$ cat config.mk
export PLATFORM = sky130hd
export DESIGN_NAME = sram2axi4lite
export DESIGN_NICKNAME = d
export VERILOG_FILES = /design/src/rtl/sram2axi4lite.sv
export SDC_FILE = /design/constraint.sdc
export NUM_CORES = 1
export LEC_CHECK = 0
export ABC_AREA = 1
export CAP_MARGIN = 0
export CELL_PAD_IN_SITES_DETAIL_PLACEMENT = 1
export CELL_PAD_IN_SITES_GLOBAL_PLACEMENT = 1
export CORE_UTILIZATION = 24
export DETAILED_ROUTE_END_ITERATION = 7
export GPL_TIMING_DRIVEN = 0
export PLACE_DENSITY = 0.76
export SLEW_MARGIN = 10
export SYNTH_ARGS = -nofsm -noshare
export SYNTH_HDL_FRONTEND = slang
export SYNTH_SLANG_ARGS = --single-unit
$ cat constraint.sdc
create_clock -name clk -period 1.25 [get_ports clk]
set_input_delay 0.25 -clock clk [delete_from_list [all_inputs] [get_ports clk]]
set_output_delay 0.25 -clock clk [all_outputs]
set_load 0.05 [all_outputs]
$ cat src/rtl/sram2axi4lite.sv
// SRAM-style request bus to AXI4-Lite master bridge with one transaction outstanding.
// Optional feature macro SRAM2AXI4LITE_ERR_EN adds sram_err, which reports a non-OKAY bresp or rresp.
module sram2axi4lite #(
  parameter int DW = 32,
  parameter int AW = 32
) (
  input  logic            clk,
  input  logic            rst_b,
  input  logic            sram_req,
  input  logic            sram_write,
  input  logic [DW/8-1:0] sram_wstrb,
  input  logic [AW-1:0]   sram_addr,
  input  logic [DW-1:0]   sram_wdata,
  output logic            sram_ready,
  output logic            sram_rvalid,
  output logic [DW-1:0]   sram_rdata,
  output logic            axi_awvalid,
  input  logic            axi_awready,
  output logic [AW-1:0]   axi_awaddr,
  output logic [2:0]      axi_awprot,
  output logic            axi_wvalid,
  input  logic            axi_wready,
  output logic [DW-1:0]   axi_wdata,
  output logic [DW/8-1:0] axi_wstrb,
  input  logic            axi_bvalid,
  input  logic [1:0]      axi_bresp,
  output logic            axi_bready,
  output logic            axi_arvalid,
  input  logic            axi_arready,
  output logic [AW-1:0]   axi_araddr,
  output logic [2:0]      axi_arprot,
  input  logic            axi_rvalid,
  input  logic [DW-1:0]   axi_rdata,
  input  logic [1:0]      axi_rresp,
  output logic            axi_rready
`ifdef SRAM2AXI4LITE_ERR_EN
  ,
  output logic            sram_err
`endif
);

  typedef enum logic [2:0] {IDLE, WR_REQ, WR_RESP, RD_REQ, RD_RESP} state_t;

  state_t          state_q, state_d;
  logic [AW-1:0]   addr_q, addr_d;
  logic [DW-1:0]   wdata_q, wdata_d;
  logic [DW/8-1:0] wstrb_q, wstrb_d;
  logic            aw_done_q, aw_done_d;
  logic            w_done_q, w_done_d;
  logic [DW-1:0]   rdata_q, rdata_d;
  logic            rvalid_q, rvalid_d;
  logic            accept, aw_hs, w_hs;

  // All handshake outputs decode registered state only, so they drop asynchronously on reset.
  assign sram_ready  = (state_q == IDLE);
  assign accept      = sram_req && sram_ready;
  assign axi_awvalid = (state_q == WR_REQ) && !aw_done_q;
  assign axi_wvalid  = (state_q == WR_REQ) && !w_done_q;
  assign axi_bready  = (state_q == WR_RESP);
  assign axi_arvalid = (state_q == RD_REQ);
  assign axi_rready  = (state_q == RD_RESP);
  assign axi_awaddr  = addr_q;
  assign axi_araddr  = addr_q;
  assign axi_wdata   = wdata_q;
  assign axi_wstrb   = wstrb_q;
  assign axi_awprot  = 3'b000;
  assign axi_arprot  = 3'b000;
  assign sram_rvalid = rvalid_q;
  assign sram_rdata  = rdata_q;
  assign aw_hs       = axi_awvalid && axi_awready;
  assign w_hs        = axi_wvalid && axi_wready;

  always_comb begin
    state_d   = state_q;
    addr_d    = addr_q;
    wdata_d   = wdata_q;
    wstrb_d   = wstrb_q;
    aw_done_d = aw_done_q;
    w_done_d  = w_done_q;
    rdata_d   = rdata_q;
    rvalid_d  = 1'b0;
    case (state_q)
      IDLE: begin
        // The transfer direction is carried by the state encoding itself.
        if (accept) begin
          addr_d    = sram_addr;
          wdata_d   = sram_wdata;
          wstrb_d   = sram_wstrb;
          aw_done_d = 1'b0;
          w_done_d  = 1'b0;
          state_d   = sram_write ? WR_REQ : RD_REQ;
        end
      end
      WR_REQ: begin
        aw_done_d = aw_done_q || aw_hs;
        w_done_d  = w_done_q || w_hs;
        if (aw_done_d && w_done_d) state_d = WR_RESP;
      end
      WR_RESP: if (axi_bvalid) state_d = IDLE;
      RD_REQ:  if (axi_arready) state_d = RD_RESP;
      RD_RESP: begin
        if (axi_rvalid) begin
          rdata_d  = axi_rdata;
          rvalid_d = 1'b1;
          state_d  = IDLE;
        end
      end
      default: state_d = IDLE;
    endcase
  end

  always_ff @(posedge clk or negedge rst_b) begin
    if (!rst_b) begin
      state_q   <= IDLE;
      addr_q    <= '0;
      wdata_q   <= '0;
      wstrb_q   <= '0;
      aw_done_q <= 1'b0;
      w_done_q  <= 1'b0;
      rdata_q   <= '0;
      rvalid_q  <= 1'b0;
    end else begin
      state_q   <= state_d;
      addr_q    <= addr_d;
      wdata_q   <= wdata_d;
      wstrb_q   <= wstrb_d;
      aw_done_q <= aw_done_d;
      w_done_q  <= w_done_d;
      rdata_q   <= rdata_d;
      rvalid_q  <= rvalid_d;
    end
  end

`ifdef SRAM2AXI4LITE_ERR_EN
  logic err_q, err_d;

  // A write error follows the B handshake; a read error lines up with sram_rvalid.
  always_comb begin
    err_d = ((state_q == WR_RESP) && axi_bvalid && (axi_bresp != 2'b00)) ||
            ((state_q == RD_RESP) && axi_rvalid && (axi_rresp != 2'b00));
  end

  always_ff @(posedge clk or negedge rst_b) begin
    if (!rst_b) err_q <= 1'b0;
    else        err_q <= err_d;
  end

  assign sram_err = err_q;
`else
  logic unused_resp;
  assign unused_resp = ^{axi_bresp, axi_rresp};
`endif

endmodule

==> results.md <==
- Initial Utilization: 24.5%
- Status: finished with violations
- IO Port Bufs: 247
- Sw Pwr: 15.0 mW
- Dominant synthesized flop cell: dfrtp_1
- Failing checks: negative setup slack
- Combinational Power Share: 68.9%
- Reg2reg path depth: 9
- Via count of the first global-routing pass: 4658
- Cell total after placement: 997
- Nets: 959
- Worst-Margin Slew: between 0.5 and 0.6 ns
- Clock Sinks: 106
- Global Route Usage Sum: between 10% and 20%
- Setup violations, final: 143
- Register area share after synthesis: 60.1%
- YS warnings: 0
- Root Buffer: clkbuf_16
- First-pass GRT wire length: 25.3 mm
- Fraction of layout cells with a size suffix above 1: 43.6%
- Flops & latches, synth: ~110
- Clk pwr share: 10.0%
- Final clock skew: ~0.0056 ns
- Syn avg cell area: 8.58 sq um
- Critical path capture point type: output pin
- Gate count of the mapped netlist: 515
- Routed length per instance: 16.3 microns
- Gr ovfl total: 0
- Pint: between 10 and 15 mW
- Setup slack at placement: -0.852 ns
- DRT antenna net count: 0
- EDFF count, synth: 0
- DRC: 0
- Crit Path Max Fanout: 3
- Final design utilization: 49.8%
- TNS Setup: -30.98 ns
- Final min period: 1.65 ns
- Period utilization: 132%
- Max_cap viols: 0
- Hpwl dp: between 10 and 15 mm
- DR vias/cell: 4.22
- Sequential share of power: between 20% and 30%
- Row cnt: 49
- DIE AREA: 18900 sq um
- Final Max Tran Viols: 0
- Vias: 4555
- CP Class: reg2out
- Fin cells: 1080
- Final Cell Area: about 9000 sq um
- Switching power share of the total: 50.1%
- CP required: 1.00 ns
- Die Wd: 138 microns
- Final Hold Vio Count: 0
- Ant diodes: 0
- Synthesis-to-finish area growth: 103%
- RSZ-0062 raised after global routing: true
- Clk buf depth: 2
- Max_slew headroom: 66.0%
- Post-synthesis cell area: ~4400 sq um
- Clock Pin Slew Worst Setup and Hold Paths: 0.07 ns
- Worst min path class: in2async
- Worst vdd ir: about 1700 uV
- CTS tree: yes
- Core Region: approximately 18000 sq um
- Crit path launch type: register
- DR pass1 iterations: 4
- CTS Buf Count: 9
- Die H: about 140 microns
- Leakage: 4.62 nW
- Pin count of the biggest net entering global routing: 58
- Max Clk Rate: 606 MHz
- Initial antenna violation count: 0
- H-tree depth: 3
- Final hold slack: 0.416 ns
- Pwr Total: 29.9 mW
- Placed Area: 7270 sq um
- Drt initial violations: 93
- Setup slack after layout: -0.399 ns
- # IOs: 258
- Synth unique cells: 16
- Pwr Density: 3330 nW/um^2
- Ys async rst share: between 90% and 100%
- Placer Congestion: 0.737
- DRT Wirelength: 17.6 mm
- Worst Path Arrival: ~1.4 ns
- Worst skew pair latency: 0.34 ns
==> cell usage after synthesis, types with 2 or more instances <==
cell | instances | share of area, %
nand3_1 | 5 | 0.57
a21oi_1 | 3 | 0.34
nor2_1 | 8 | 0.68
buf_4 | 47 | 8.0
nand3b_1 | 2 | 0.34
inv_1 | 8 | 0.68
nor2_4 | 2 | 0.51
buf_2 | 6 | 0.68
dfrtp_1 | 106 | 60
nand2_1 | 316 | 27
clkbuf_1 | 5 | 0.42
inv_2 | 3 | 0.25
==> flip-flops by register name, indices dropped and copies added, names as in the netlist <==
register     count
aw_done_q        1
axi_araddr      32
axi_wdata       32
axi_wstrb        4
sram_rdata      32
sram_rvalid      1
state_q          3
w_done_q         1
==> layout by cell type (no fill, tap or decap), types with 7 or more instances in the layout <==
| cell type | instances |
|---|---|
| clkbuf_4 | 43 |
| dfrtp_1 | 104 |
| clkbuf_16 | 16 |
| buf_2 | 7 |
| buf_4 | 82 |
| nand2_2 | 60 |
| clkdlybuf4s50_1 | 107 |
| buf_12 | 9 |
| nand2_1 | 250 |
| buf_8 | 44 |
| nor2_4 | 9 |
| buf_6 | 61 |
==> cell families after synthesis <==
family	count (synthesis)	synth area share, %
compound gates	3	0.340
buf+inv	70	10.3
flops	106	60.1
other cells	1	0.0849
simple gates	335	29.2
==> worst paths after layout <==
| kind | to | start | slack [ns] |
|---|---|---|---|
| worst max-delay path | axi_awvalid | state_q[2] | -0.40 |
| worst min-delay path | axi_araddr[0] | rst_b | 0.42 |
| worst max register to register | axi_wdata[30] | state_q[2] | -0.38 |
| worst min register to register | sram_rdata[4] | sram_rdata[4] | 0.47 |
| max in group asynchronous | axi_araddr[12] | rst_b | 0.16 |
| min in group clk | axi_wstrb[2] | sram_wstrb[2] | 0.43 |
==> power groups by stage <==
stage | sequential [mW] | clock, mW | combinational, mW
6_report | 6.31 | 2.98 | 20.6
3_5_place_dp | 6.23 | 0 | 16.5
2_1_floorplan | 11.5 | 0 | 5.40
5_1_grt | 6.52 | 3.21 | 21.6
4_1_cts | 6.22 | 3.07 | 19.0
3_3_place_gp | 6.15 | 0 | 16.3
==> worst max-delay path, cell delays in order (launching register included) <==
cell and delay (ns):
dfrtp_2 0.43, nor2_4 0.14, inv_2 0.08, nor2_4 0.10
inv_2 0.07, nor2_4 0.08, buf_6 0.16
==> area by class of cell <==
class                   count  area (sq um)
multi-input cells         345          1640
clock inverters             4          50.0
well taps                 229           287
clock buffers              12           256
repair inverters            1          16.3
flip-flops and latches    106          2660
plain buffers              47           636
repair buffers            325          3370
inverters                  11          62.6
fillers                  2000          9050
==> what timing repair did <==
action | CTS | global route
setup endpoints to repair | 245 | 196
pin swaps | 31 | 6
resized for setup | 982 | 131
hold buffers | 1 | 0
buffers inserted | 45 | 19
hold endpoints to repair | 49 | 0
gates cloned | 12 | 2
==> per-layer routing <==
layer / routed length [microns] / vias up / part of all wire (%) / global-route usage, %
li1: - / 2161 / - / -
met1: 6660 / 2208 / 38 / 20.3
met2: 9340 / 165 / 53 / 31.9
met3: 1310 / 21 / 7.4 / 5.33
met4: 322 / 0 / 1.8 / 5.31
met5: 0 / - / 0 / 0
(Power assumes the default switching activity.)
